**config.mk**
```make
export PLATFORM = sky130hd
export DESIGN_NAME = expr_gen
export DESIGN_NICKNAME = d
export VERILOG_FILES = /design/src/rtl/expr_gen.sv
export SDC_FILE = /design/constraint.sdc
export NUM_CORES = 1
export LEC_CHECK = 0
export BUFFER_PORTS_ARGS = -buffer_cell sky130_fd_sc_hd__buf_2
export CORE_ASPECT_RATIO = 1.1
export CORE_MARGIN = 2
export CORE_UTILIZATION = 50
export DETAILED_ROUTE_END_ITERATION = 8
export PLACE_DENSITY = 0.75
export SKIP_LAST_GASP = 1
export SLEW_MARGIN = 20
export SYNTH_ARGS = -nofsm -noshare
export SYNTH_HDL_FRONTEND = slang
export SYNTH_SLANG_ARGS = --single-unit
```
**constraint.sdc**
```tcl
create_clock -name clk -period 2.4 [get_ports clk]
set_clock_uncertainty 0.2 [all_clocks]
set_input_delay 0.12 -clock clk [delete_from_list [all_inputs] [get_ports clk]]
set_output_delay 0.12 -clock clk [all_outputs]
set_load 0.05 [all_outputs]
```
**src/rtl/expr_gen.sv**
```systemverilog
// expr_gen: streams one random arithmetic expression "digit (op digit)*" as
// ASCII characters over a valid/ready output, driven by an 8-bit Galois LFSR.
//
// Handshake: a character transfers on a rising clk edge where
// out_valid && out_ready. out_valid, once raised, stays high and out_data
// stays stable until that transfer; out_ready may be held low for any number
// of cycles.
//
// Optional feature: define EXPR_GEN_ERR_INJECT_EN to let inj_err (sampled on
// an accepted start) replace the final digit of the stream with "?".
// Without the macro, inj_err is ignored and no injection state exists.
//
// dbg_state exposes the FSM state (0 IDLE, 1 DIGIT, 2 OP, 3 DONE).

module expr_gen (
   input  logic       clk,
   input  logic       clr,
   input  logic       start,
   input  logic [7:0] seed,
   input  logic [2:0] len,
   input  logic       inj_err,
   input  logic       out_ready,
   output logic       out_valid,
   output logic [7:0] out_data,
   output logic       busy,
   output logic       done,
   output logic [1:0] dbg_state
);

   typedef enum logic [1:0] {
      IDLE  = 2'd0,
      DIGIT = 2'd1,
      OP    = 2'd2,
      DONE  = 2'd3
   } state_t;

   state_t     state;
   state_t     state_next;
   logic [7:0] lfsr;
   logic [7:0] lfsr_step;
   logic [2:0] remaining;
   logic       accept;
   logic       take_start;
   logic       inj_active;
   logic [3:0] lo_nibble;
   logic [3:0] digit_val;

   assign accept     = out_valid && out_ready;
   assign take_start = (state == IDLE) && start;
   assign dbg_state  = state;

   // Galois right-shift step with taps 8'hB8
   assign lfsr_step = {1'b0, lfsr[7:1]} ^ (lfsr[0] ? 8'hB8 : 8'h00);

   // Map the low nibble to a decimal digit 0..9
   assign lo_nibble = lfsr[3:0];
   assign digit_val = (lo_nibble < 4'd10) ? lo_nibble : (lo_nibble - 4'd10);

`ifdef EXPR_GEN_ERR_INJECT_EN
   logic inj_q;

   // Capture the injection request for the stream being started
   always_ff @(posedge clk or posedge clr) begin
      if (clr) begin
         inj_q <= 1'b0;
      end else if (take_start) begin
         inj_q <= inj_err;
      end
   end

   assign inj_active = inj_q;
`else
   logic unused_inj_err;

   assign unused_inj_err = inj_err;
   assign inj_active     = 1'b0;
`endif

   // State register
   always_ff @(posedge clk or posedge clr) begin
      if (clr) begin
         state <= IDLE;
      end else begin
         state <= state_next;
      end
   end

   // Next-state logic
   always_comb begin
      state_next = state;
      case (state)
         IDLE:    if (start) state_next = DIGIT;
         DIGIT:   if (accept) state_next = (remaining == 3'd0) ? DONE : OP;
         OP:      if (accept) state_next = DIGIT;
         DONE:    state_next = IDLE;
         default: state_next = IDLE;
      endcase
   end

   // LFSR and operand counter: load on start, step only on accepted characters
   always_ff @(posedge clk or posedge clr) begin
      if (clr) begin
         lfsr      <= 8'h01;
         remaining <= 3'd0;
      end else if (take_start) begin
         lfsr      <= (seed == 8'h00) ? 8'h01 : seed;
         remaining <= len;
      end else begin
         if (accept) begin
            lfsr <= lfsr_step;
         end
         if ((state == OP) && accept) begin
            remaining <= remaining - 3'd1;
         end
      end
   end

   // Outputs decoded from the current state
   always_comb begin
      out_valid = 1'b0;
      out_data  = 8'h00;
      busy      = (state != IDLE);
      done      = 1'b0;
      case (state)
         DIGIT: begin
            out_valid = 1'b1;
            if (inj_active && (remaining == 3'd0)) begin
               out_data = 8'h3F;
            end else begin
               out_data = 8'h30 + {4'b0000, digit_val};
            end
         end
         OP: begin
            out_valid = 1'b1;
            out_data  = lfsr[7] ? 8'h2A : 8'h2B;
         end
         DONE: begin
            done = 1'b1;
         end
         default: begin
            out_valid = 1'b0;
         end
      endcase
   end

endmodule

```
==> flow_metrics.py, run 1 <==
metrics = {
    "outcome": {
        "status": "completed",
    },
    "yosys": {
        "yosysSeqAreaShare_pct": 35.0,
        "synth_area_leaders": "dfrtp_1 (32%), ha_1 (9.4%), mux2i_1 (8.6%), nand2_1 (5.6%), o21ai_0 (4.8%)",
        "synth_edf_count": 0,
        "synth_seq_cells": 13,
        "synth_cell_types": 32,
        "ys.flop_type": "dfrtp_1",
        "synth_top_area_cell": "dfrtp_1",
        "synth_top_area_share_pct": 32.2,
        "synth-async-reset-ratio_pct": 100,
        "yosys_warnings": 0,
        "syn-cell-area_sq_um": 933,
        "syn_area_per_cell_sq_um": 9.24,
        "synth_cells": 101,
    },
    "drt": {
        "first_pass_iters": 4,
        "drc": 0,
        "routed_wl_mm": 1.86,
        "viasPerCell": 5.14,
        "drt_iter0_drc": 5,
        "vias": 791,
        "wl_per_cell_um": 12.1,
        "ant_nets": 0,
    },
    "timing": {
        "timing.final.crit_period_ps": 2200,
        "max_slew_margin_pct": 56.5,
        "finalCritPeriodShare_pct": 91.8,
        "worstMarginPinSlew_ps": 653,
        "slew_viol_final": 0,
        "setup_ws_ps": 196,
        "finalHoldWorstSlack_ps": 116,
        "fmax_mhz": 454,
        "rsz0062_at_grt": "false",
        "setup_viol": 0,
        "setup_tns_ps": 0,
        "hold_viol_final": 0,
    },
    "cts": {
        "cts_tree": "yes",
        "cts_sinks": 13,
        "path_clk_slew_ps": 80,
        "post_cts_buffers": 0,
        "h-tree-depth": 1,
        "cts-root-buf": "clkbuf_4",
        "cts.path.max_buffers": 2,
        "hold_buffers": 12,
        "cts_buffers": 3,
        "worstSkewPairLatency_ps": 280,
        "cts_resized": 0,
    },
    "floorplanning": {
        "die_area_sq_um": 2230,
        "die_w_um": 45.2,
        "ios": 29,
        "num_rows": 16,
        "die_height_um": 49.3,
        "coreArea_sq_um": 1760,
        "start_util_pct": 53.0,
    },
    "place": {
        "gp_congestion": 0.696,
        "dp_cells": 138,
        "post-place-ws_ps": 398,
        "port_buffers": 25,
        "hpwl_mm": 1.29,
    },
    "global_route": {
        "antenna_found_initial": 0,
        "grt_pass1_wl_mm": 3.34,
        "grt_usage_pct": 20.2,
        "grt_overflow_total": 0,
        "grt_max_degree": 23,
        "grt_pass1_vias": 798,
    },
    "setup_path": {
        "critical_path.startpoint": "dbg_state[1]$_DFFE_PP0P_",
        "r2r-start": "dbg_state[1]$_DFFE_PP0P_",
        "rrSetupSlack_ps": 400,
        "r2r-end": "dbg_state[1]$_DFFE_PP0P_",
        "r2r_cells": 5,
        "worstPathArrival_ps": 1880,
        "crit_type": "reg2out",
        "path_max_fanout": 8,
        "critPathCaptureType": "primary output",
        "critPathRequiredTime_ps": 2080,
        "critPathLaunchType": "register",
    },
    "finish": {
        "stdcell_count": 154,
        "antenna_cells": 0,
        "final_cell_mix": "buf_2 (25), nand2_1 (14), dlygate4sd3_1 (12)",
        "layout_commonest_cell": "buf_2",
        "fillers": 145,
        "drive_gt1_share_pct": 33.8,
        "area_growth_pct": 30.4,
        "fin_nets": 160,
    },
    "hold_path": {
        "hold_path_class": "in2reg",
        "min_to": "dbg_state[0]$_DFFE_PP0P_",
        "min_from": "out_ready",
        "hold_depth": 4,
    },
    "run": {
        "drv_cap": 0,
    },
}
layout make-up:
cell class	count	area [sq um]	area share, %
Sequential cell	13	329	27.0
Multi-Input combinational cell	72	557	45.7
Clock buffer	4	26.3	2.16
Inverter	10	37.5	3.08
Timing Repair Buffer	37	245	20.1
Tap cell	18	22.5	1.85
how the worst max path moves through the flow:
stage / to / slack (ps) / cells past startpoint
floorplan: dbg_state[1]$_DFFE_PP0P_ / 120 / 5
global placement: dbg_state[1]$_DFFE_PP0P_ / 470 / 5
detailed placement: dbg_state[1]$_DFFE_PP0P_ / 400 / 5
CTS: out_data[2] / 180 / 5
global route: out_data[2] / 70 / 5
finish: out_data[2] / 200 / 5
synthesized netlist by cell type (2+ instances only):
cell type,count
xor2_1,3
ha_1,7
mux2_2,3
dfrtp_1,12
buf_4,4
mux2i_1,8
o21ai_1,2
o21ai_0,9
inv_1,10
and3_2,2
clkbuf_1,3
nand2_1,14
a211oi_1,2
a21oi_1,4
metrics by stage:
stage          instance area, sq um  util (%)
2_1_floorplan                   965         -
3_3_place_gp                   1070      60.8
3_5_place_dp                   1070      60.8
4_1_cts                        1220      69.1
5_1_grt                        1220      69.1
6_report                       1220      69.1
kinds of logic (layout without fill, tap and decap cells):
family          after synthesis  count (layout)  share of synthesized area (%)
compound gates               21              21                           14.9
xor+xnor                      4               4                           3.75
fa+ha+maj                     7               7                           9.38
buf+inv                      17              51                           8.45
flops                        13              13                           35.0
mux                          12              12                           13.8
other cells                   1               2                          0.402
simple gates                 26              26                           14.3
sequential cells by signal, indices dropped and copies added (netlist names):
| name | flops |
|---|---|
| lfsr | 8 |
| dbg_state | 2 |
| remaining | 3 |
routing by layer:
| layer | wire [um] | vias up | share of wire (%) | global-route usage (%) |
|---|---|---|---|---|
| met2 | 917 | 23 | 49 | 33.1 |
| met4 | 42 | 0 | 2.3 | 8.82 |
| met1 | 825 | 358 | 44 | 25.4 |
| li1 | - | 405 | - | - |
| met5 | 0 | - | 0 | 0 |
| met3 | 75 | 5 | 4.0 | 3.33 |
worst max-delay path, cell delays in order (launching register included):
cell	delay, ps
dfrtp_2	440
inv_1	100
ha_1	360
nand2_1	180
a211oi_4	230
buf_2	290
Power of run 1 is not shown: default switching activity piles up to over one toggle a cycle in this logic, so the estimate is an artifact.
==> run 2, diff against run 1 <==
CORE_UTILIZATION = 45   (was 50)
PLACE_DENSITY = 0.71   (was 0.75)
clock period = 1.9 ns   (was 2.4 ns; I/O delays follow)
==> run 2 against run 1 <==
Flip-flop and latch count is the same. Non-clock buffer count grew 5. Final area grew 8.0%. Wire length is essentially flat. Hold slack lost 54 ps. Global-route usage shrank 3.8 points. Worst setup slack lost 180 ps. Via count shrank 1.1%. Die area grew 10%. Register-to-register slack lost 380 ps. First-iteration DRC count grew 40%. Critical path depth grew 1. Largest cell class unchanged.
==> flow_metrics.py, run 2 (same netlist as run 1, synthesis figures left out) <==
metrics = {
    "outcome": {
        "status": "completed",
    },
    "floorplanning": {
        "die_w_um": 47.4,
        "start_util_pct": 47.2,
        "die_area_sq_um": 2450,
        "coreArea_sq_um": 1980,
        "num_rows": 17,
        "die_height_um": 51.8,
        "ios": 29,
    },
    "drt": {
        "vias": 782,
        "viasPerCell": 4.63,
        "drt_iter0_drc": 7,
        "routed_wl_mm": 1.86,
        "first_pass_iters": 4,
        "ant_nets": 0,
        "wl_per_cell_um": 11.0,
        "drc": 0,
    },
    "timing": {
        "setup_viol": 0,
        "finalHoldWorstSlack_ps": 62.1,
        "hold_viol_final": 0,
        "fmax_mhz": 531,
        "rsz0062_at_grt": "true",
        "finalCritPeriodShare_pct": 99.1,
        "setup_ws_ps": 16.2,
        "slew_viol_final": 0,
        "timing.final.crit_period_ps": 1880,
    },
    "cts": {
        "cts_buffers": 3,
        "cts_tree": "yes",
        "cts_sinks": 13,
        "h-tree-depth": 1,
        "worstSkewPairLatency_ps": 270,
        "cts-root-buf": "clkbuf_4",
        "path_clk_slew_ps": 80,
        "cts.path.max_buffers": 2,
    },
    "place": {
        "hpwl_mm": 1.38,
        "gp_congestion": 0.717,
        "port_buffers": 25,
        "postPlaceCellArea_sq_um": 1110,
        "post-place-ws_ps": 27.2,
    },
    "global_route": {
        "grt_usage_pct": 16.4,
        "grt.busiest_layer": "met2",
        "grt_max_degree": 22,
        "grt_overflow_total": 0,
        "antenna_found_initial": 0,
        "use_met3_pct": 5.21,
        "use_met1_pct": 20.0,
        "grt_pass1_wl_mm": 2.81,
        "grtUsageMet2_pct": 25.9,
        "grt_pass1_vias": 688,
    },
    "setup_path": {
        "slowest_delay_ps": 410,
        "crit_family": "flip-flops",
        "critPathCaptureType": "register",
        "critPathLaunchType": "register",
        "path_max_fanout": 9,
        "path_cells": "inv_2 -> ha_4 -> buf_4 -> nor2b_4 -> a2111oi_4 -> mux2_4",
        "worstPathArrival_ps": 1850,
        "crit_type": "reg2reg",
        "path_buf_inv": 2,
        "crit_path_top_delay_cell": "dfrtp_2",
        "critPathRequiredTime_ps": 1860,
    },
    "finish": {
        "layout_commonest_cell": "buf_2",
        "largest_register_ffs": 8,
        "drive_gt1_share_pct": 40.4,
        "antenna_cells": 0,
        "final_cell_area_sq_um": 1320,
        "regMostFlops": "lfsr",
        "fin_nets": 165,
        "final_cell_mix": "buf_2 (21), nand2_1 (13), dlygate4sd3_1 (12)",
        "area_growth_pct": 40.9,
    },
    "run": {
        "drv_cap": 0,
    },
    "hold_path": {
        "hold_path_class": "in2reg",
    },
}
-- run 2: cell count changes in the layout (fill, tap and decap cells not counted), sizes merged --
cell,previous run,this run
clkbuf,4,5
buf,25,29
-- run 2: layout make-up --
type	instances	area, sq um
fill	169	663
multi-input combinational	72	589
sequential	13	330
timing repair buffer	42	297
inverter	10	37.5
tap	28	35.0
clock buffer	4	26.3
-- run 2: path summary, 6_finish.rpt --
check                                         start                       end  slack [ps]  depth (start not counted)
hold reg to reg            remaining[0]$_DFFE_PP0P_  remaining[0]$_DFFE_PP0P_         380                          2
min in group asynchronous                       clr  remaining[2]$_DFFE_PP0P_         180                          3
max in group asynchronous                       clr       lfsr[2]$_DFFE_PP0P_         950                          3
setup / recovery           dbg_state[1]$_DFFE_PP0P_  dbg_state[1]$_DFFE_PP0P_          20                          6
hold / removal                                start       lfsr[0]$_DFFE_PP1P_          60                          4
setup reg to reg           dbg_state[1]$_DFFE_PP0P_  dbg_state[1]$_DFFE_PP0P_          20                          6
-- run 2: metal layers --
layer / vias to the layer above / part of all wire, %
li1: 410 / -
met1: 349 / 47
met2: 21 / 48
met3: 2 / 4.2
met4: 0 / 0.75
met5: - / 0
-- run 2: what timing repair did --
action / CTS / global route
pin swaps: 0 / 2
setup buffers: 0 / 4
setup endpoints to repair: 4 / 5
endpoints found under the hold margin: 24 / 0
hold buffers: 12 / 0
gates resized for setup: 5 / 5
-- run 2: worst min-delay path: stages --
cell and delay (ps):
buf_2 80, and2_1 140, a211oi_1 60, a21oi_1 110
-- run 2: through the flow --
step / TNS (ps) / util, % / std cells
after floorplan: -428 / - / 102
after global placement: 0 / 56.0 / 149
after detailed placement: 0 / 56.0 / 149
after CTS: -44.6 / 64.5 / 165
after global routing: -52.1 / 66.5 / 169
final: 0 / 66.5 / 169
Power of run 2 is left out for the same reason.
